$ cat config.mk
export PLATFORM = sky130hd
export DESIGN_NAME = muldiv
export DESIGN_NICKNAME = d
export VERILOG_FILES = /design/src/rtl/muldiv.sv
export SDC_FILE = /design/constraint.sdc
export NUM_CORES = 1
export LEC_CHECK = 0
export CORE_MARGIN = 2
export CORE_UTILIZATION = 50
export DETAILED_ROUTE_END_ITERATION = 8
export PLACE_DENSITY = 0.78
export SLEW_MARGIN = 5
export SYNTH_ARGS = -nofsm -noshare
export SYNTH_HDL_FRONTEND = slang
export SYNTH_SLANG_ARGS = --single-unit
$ cat constraint.sdc
create_clock -name clk_i -period 9.4 [get_ports clk_i]
set_input_delay 0.94 -clock clk_i [delete_from_list [all_inputs] [get_ports clk_i]]
set_output_delay 0.94 -clock clk_i [all_outputs]
set_load 0.01 [all_outputs]
$ cat src/rtl/muldiv.sv
// Iterative RISC-V style multiply/divide unit with a valid/ready handshake on both sides.
// Define MULDIV_FAST_MUL_EN to compute multiply ops in a single cycle.
module muldiv #(
  parameter int unsigned WIDTH = 32
) (
  input  logic             clk_i,
  input  logic             reset_n_i,
  input  logic             valid_i,
  output logic             ready_o,
  input  logic [2:0]       op_i,
  input  logic [WIDTH-1:0] in1_i,
  input  logic [WIDTH-1:0] in2_i,
  output logic             valid_o,
  input  logic             ready_i,
  output logic [WIDTH-1:0] out_o
);

  localparam int unsigned CW = $clog2(WIDTH);

  typedef enum logic [1:0] {StIdle, StBusy, StDone} state_e;

  state_e           state_q, state_d;
  logic             live_q;
  logic [2:0]       op_q, op_d;
  logic [WIDTH-1:0] acc_q, acc_d;
  logic [WIDTH-1:0] lo_q, lo_d;
  logic [WIDTH-1:0] opa_q, opa_d;
  logic [CW-1:0]    cnt_q, cnt_d;
  logic             negq_q, negq_d;
  logic             negr_q, negr_d;
  logic [WIDTH-1:0] out_q, out_d;

  logic             sgn1, sgn2, neg1, neg2;
  logic [WIDTH-1:0] mag1, mag2;
  logic             div_zero, div_ovf;
  logic [WIDTH-1:0] special_res;
  logic [WIDTH:0]   mul_sum;
  logic [WIDTH:0]   div_shift;
  logic             div_ge;
  logic [WIDTH-1:0] acc_n, lo_n;

  // hi/lo hold the product for multiplies, remainder/quotient magnitudes for divides.
  function automatic logic [WIDTH-1:0] finalize(input logic [2:0] op, input logic negq,
                                                input logic negr, input logic [WIDTH-1:0] hi,
                                                input logic [WIDTH-1:0] lo);
    logic [2*WIDTH-1:0] prod;
    logic [WIDTH-1:0]   res;
    prod = {hi, lo};
    if (negq) prod = -prod;
    if (!op[2]) begin
      res = (op[1:0] == 2'd0) ? prod[WIDTH-1:0] : prod[2*WIDTH-1:WIDTH];
    end else if (op[1]) begin
      res = negr ? -hi : hi;
    end else begin
      res = negq ? -lo : lo;
    end
    return res;
  endfunction

  always_comb begin
    sgn1        = op_i[2] ? ~op_i[0] : (op_i[1:0] == 2'd1 || op_i[1:0] == 2'd2);
    sgn2        = op_i[2] ? ~op_i[0] : (op_i[1:0] == 2'd1);
    neg1        = sgn1 & in1_i[WIDTH-1];
    neg2        = sgn2 & in2_i[WIDTH-1];
    mag1        = neg1 ? -in1_i : in1_i;
    mag2        = neg2 ? -in2_i : in2_i;
    div_zero    = (in2_i == '0);
    div_ovf     = ~op_i[0] && (in1_i == {1'b1, {(WIDTH-1){1'b0}}}) && (&in2_i);
    special_res = div_zero ? (op_i[1] ? in1_i : '1) : (op_i[1] ? '0 : in1_i);
  end

  // One shift-add multiply step and one restoring divide step on the shared registers.
  always_comb begin
    mul_sum   = {1'b0, acc_q} + (lo_q[0] ? {1'b0, opa_q} : '0);
    div_shift = {acc_q, lo_q[WIDTH-1]};
    div_ge    = (div_shift >= {1'b0, opa_q});
    if (op_q[2]) begin
      acc_n = div_ge ? (div_shift[WIDTH-1:0] - opa_q) : div_shift[WIDTH-1:0];
      lo_n  = {lo_q[WIDTH-2:0], div_ge};
    end else begin
      acc_n = mul_sum[WIDTH:1];
      lo_n  = {mul_sum[0], lo_q[WIDTH-1:1]};
    end
  end

`ifdef MULDIV_FAST_MUL_EN
  logic [2*WIDTH-1:0] fast_prod;
  assign fast_prod = {{WIDTH{1'b0}}, mag1} * {{WIDTH{1'b0}}, mag2};
`endif

  always_comb begin
    state_d = state_q;
    op_d    = op_q;
    acc_d   = acc_q;
    lo_d    = lo_q;
    opa_d   = opa_q;
    cnt_d   = cnt_q;
    negq_d  = negq_q;
    negr_d  = negr_q;
    out_d   = out_q;
    unique case (state_q)
      StIdle: begin
        if (live_q && valid_i) begin
          op_d   = op_i;
          negq_d = neg1 ^ neg2;
          negr_d = op_i[2] & neg1;
          cnt_d  = '0;
          acc_d  = '0;
          if (op_i[2] && (div_zero || div_ovf)) begin
            state_d = StDone;
            out_d   = special_res;
`ifdef MULDIV_FAST_MUL_EN
          end else if (!op_i[2]) begin
            state_d = StDone;
            out_d   = finalize(op_i, neg1 ^ neg2, 1'b0, fast_prod[2*WIDTH-1:WIDTH],
                               fast_prod[WIDTH-1:0]);
`endif
          end else begin
            state_d = StBusy;
            lo_d    = op_i[2] ? mag1 : mag2;
            opa_d   = op_i[2] ? mag2 : mag1;
          end
        end
      end
      StBusy: begin
        acc_d = acc_n;
        lo_d  = lo_n;
        cnt_d = cnt_q + 1'b1;
        if (cnt_q == CW'(WIDTH - 1)) begin
          state_d = StDone;
          out_d   = finalize(op_q, negq_q, negr_q, acc_n, lo_n);
        end
      end
      StDone: begin
        if (ready_i) state_d = StIdle;
      end
      default: state_d = StIdle;
    endcase
  end

  always_ff @(posedge clk_i or negedge reset_n_i) begin
    if (!reset_n_i) begin
      state_q <= StIdle;
      live_q  <= 1'b0;
      op_q    <= '0;
      acc_q   <= '0;
      lo_q    <= '0;
      opa_q   <= '0;
      cnt_q   <= '0;
      negq_q  <= 1'b0;
      negr_q  <= 1'b0;
      out_q   <= '0;
    end else begin
      state_q <= state_d;
      live_q  <= 1'b1;
      op_q    <= op_d;
      acc_q   <= acc_d;
      lo_q    <= lo_d;
      opa_q   <= opa_d;
      cnt_q   <= cnt_d;
      negq_q  <= negq_d;
      negr_q  <= negr_d;
      out_q   <= out_d;
    end
  end

  assign ready_o = live_q && (state_q == StIdle);
  assign valid_o = (state_q == StDone);
  assign out_o   = out_q;

endmodule

==> results.py <==
metrics = {
    "run_status": {
        "status": "finished clean",
    },
    "setup_path": {
        "r2r_setup_slack_ps": 2960,
        "worstPathMaxFanout": 39,
        "r2r_start": "acc_q[7]$_DFFE_PN0P_",
        "cp_slowest_cell": "nand3_2",
        "critPathCapture": "out_o[22]$_DFFE_PN0P_",
        "endpoint_kind": "flop",
        "max_stage_delay_ps": 810,
        "startpoint_type": "flop",
        "r2r_end": "out_o[22]$_DFFE_PN0P_",
        "critical_path_arrival_ps": 6820,
        "required_ps": 9790,
        "crit_start": "acc_q[7]$_DFFE_PN0P_",
        "reg2reg_depth": 18,
        "crit_chain": "ha_1 > a21oi_2 > a2bb2oi_2 > o32ai_2 > o311ai_4 > nand3_2 > o21ai_0 > a21oi_1 > inv_1 > ha_1 > inv_1 > a211o_1 > nor4_4 > nand3_2 > o21ai_0 > xor2_1 > a2111oi_0 > a21o_1",
        "crit_type": "reg2reg",
    },
    "sta": {
        "hold_viol": 0,
        "fin_crit_sh_pct": 68.48,
        "worst_slack_ps": 2963,
        "timing.hold.ws_ps": 487.3,
        "setup_violations": 0,
        "min_period_ps": 6437,
        "rsz0062_at_grt": "false",
        "report.final.slew_viol_count": 0,
        "slew_headroom_pct": 15.91,
        "fin_skew_ps": 11.91,
        "tightest_slew_ps": 1257,
        "max_freq_ghz": 0.1553,
        "tns_ps": 0,
    },
    "floorplan": {
        "die_area_um2": 34690,
        "die_h_um": 186.3,
        "start_util_pct": 50.91,
        "chipWidth_um": 186.3,
        "num_rows": 66,
        "core-area_um2": 32620,
        "io_pins": 105,
    },
    "finish": {
        "drive_gt1_share_pct": 5.155,
        "seq_area_um2": 3533,
        "n_antenna_cell": 0,
        "postLayoutCellArea_um2": 18350,
        "final_common_cell": "nand2_1",
        "final_cell_mix": "nand2_1 (286), o21ai_0 (247), a21oi_1 (193)",
        "final_nets": 2423,
        "area_delta_synth_final_pct": 10.50,
        "fillers": 3159,
        "multiInputGateArea_um2": 12160,
    },
    "placed_design": {
        "hpwl_um": 55750,
        "routabilityCongestion": 1.039,
        "portBuffers": 104,
        "dp_slack_ps": 3345,
        "placed_area_um2": 17740,
    },
    "cts": {
        "path_clk_slew_ps": 70,
        "cts_tree": "built",
        "cts.repair.resized": 0,
        "worstSkewPairLatency_ps": 450,
        "htreeDepth": 4,
        "clkSinkCount": 141,
        "cts_hold_buf": 0,
        "cts.path.max_buffers": 2,
        "cts.root.buffer_cell": "clkbuf_16",
        "cts_setup_buffers": 0,
        "cts_buffers": 17,
    },
    "yosys": {
        "ys_ff_latch": 141,
        "avgSynthCellArea_um2": 7.271,
        "synthArstFlopShare_pct": 100.0,
        "yosysWarningCount": 0,
        "postSynthCellCount": 2284,
        "yosysSeqAreaShare_pct": 21.25,
        "synth_cell_types": 95,
        "synth_edf_count": 0,
        "synthesis.nets": 2429,
        "synth_top_flop_cell": "dfrtp_1",
        "synth_area_um2": 16610,
    },
    "drt": {
        "dr.pass1.iters": 7,
        "num_vias": 18640,
        "routed_via_density": 6.825,
        "wl_um": 71560,
        "ant_nets": 0,
        "drt_iter0_markers": 2922,
        "remaining_drc_errors": 0,
        "avgRoutedWirePerCell_um": 26.20,
    },
    "global_route": {
        "overflow": 0,
        "grt_pass1_wl_um": 106600,
        "grt_start_max_net_pins": 109,
        "grt_antenna_before_repair": 3,
        "grt_pass1_vias": 16910,
        "grt_util_all_layers_pct": 41.08,
    },
    "job": {
        "maxCapViolations": 0,
    },
    "min_path": {
        "hold_path_class": "reg2reg",
    },
}
## worst min-delay path by stage
| stage | start | endpoint | slack (ps) | cells past startpoint |
|---|---|---|---|---|
| 2_1_floorplan | opa_q[31]$_DFFE_PN0P_ | opa_q[31]$_DFFE_PN0P_ | 460 | 2 |
| 3_3_place_gp | out_o[0]$_DFFE_PN0P_ | out_o[0]$_DFFE_PN0P_ | 470 | 2 |
| 3_5_place_dp | out_o[0]$_DFFE_PN0P_ | out_o[0]$_DFFE_PN0P_ | 470 | 2 |
| 4_1_cts | out_o[0]$_DFFE_PN0P_ | out_o[0]$_DFFE_PN0P_ | 490 | 2 |
| 5_1_grt | out_o[4]$_DFFE_PN0P_ | out_o[4]$_DFFE_PN0P_ | 510 | 1 |
| 6_report | out_o[0]$_DFFE_PN0P_ | out_o[0]$_DFFE_PN0P_ | 490 | 2 |
## flip-flops by register name, indices dropped and copies added, names as in the netlist
signal and cells:
acc_q 32, lo_q 32, opa_q 32, out_o 32, cnt_q 5, op_q 3
state_q 2, live_q 1, negq_q 1, negr_q 1
## worst max-delay path, delay by kind of cell (launching register included)
family,cells,cell delay [ps]
AO/OA/AOI/OAI,10,3340
AND/OR/NAND/NOR,3,1430
adder cells (fa/ha/maj),2,710
flip-flops,1,490
buffers and inverters,2,280
XOR/XNOR,1,110
## cells in the mapped netlist (all sizes together), types with 9 or more instances
master,count,area [um^2]
nor3b,11,82.58
nand3,52,270.3
o21a,9,67.56
inv,77,289.0
o221ai,11,96.34
or3,24,150.1
a211oi,26,195.2
nor2b,15,93.84
nor3,77,396.6
mux2i,54,540.5
a21o,29,217.7
mux2,18,202.7
a22o,27,236.5
or2,10,62.56
ha,72,900.9
o31ai,26,195.2
o21ai,255,1276
a221oi,17,148.9
nor4,18,155.1
o41ai,11,118.9
a22oi,9,67.56
nand2,287,1077
nor2,178,668.1
o211ai,24,180.2
xor2,85,744.5
buf,37,231.5
nand2b,18,112.6
nand4,29,187.7
a31oi,31,193.9
and2,52,325.3
xnor2,99,867.1
and3,18,112.6
o22ai,10,68.81
a21oi,196,992.2
clkbuf,114,427.9
dfrtp,141,3528
## per-layer routing
metal	vias up	global-route usage (%)	part of all wire (%)
met2	1222	61.00	42
met1	8873	56.24	41
met3	241	9.346	11
met4	4	19.91	5.8
li1	8298	-	-
met5	-	0	0.038
## kinds of logic after synthesis
kind of cell | share of synthesized area [%]
AO/OA/AOI/OAI | 28.91
XOR/XNOR | 9.704
adder cells (fa/ha/maj) | 5.666
buffers and inverters | 5.711
flip-flops | 21.25
multiplexers | 4.475
other | 0.02258
AND/OR/NAND/NOR | 24.27
## per-stage QoR
stage / util [%] / cells
final: 56.26 / 2731
after global routing: 56.26 / 2731
after CTS: 56.26 / 2731
after detailed placement: 54.38 / 2701
after global placement: 54.38 / 2701
after floorplan: - / 2284
## final cells by class
type	instances	area share (%)
multi-input cells	1915	66.26
flip-flops and latches	141	19.25
repair buffers	126	6.566
well taps	442	3.014
clock buffers	17	2.318
inverters	77	1.575
clock inverters	13	1.016
Power is not shown: default switching activity piles up to over one toggle a cycle in this logic, so the estimate is an artifact.
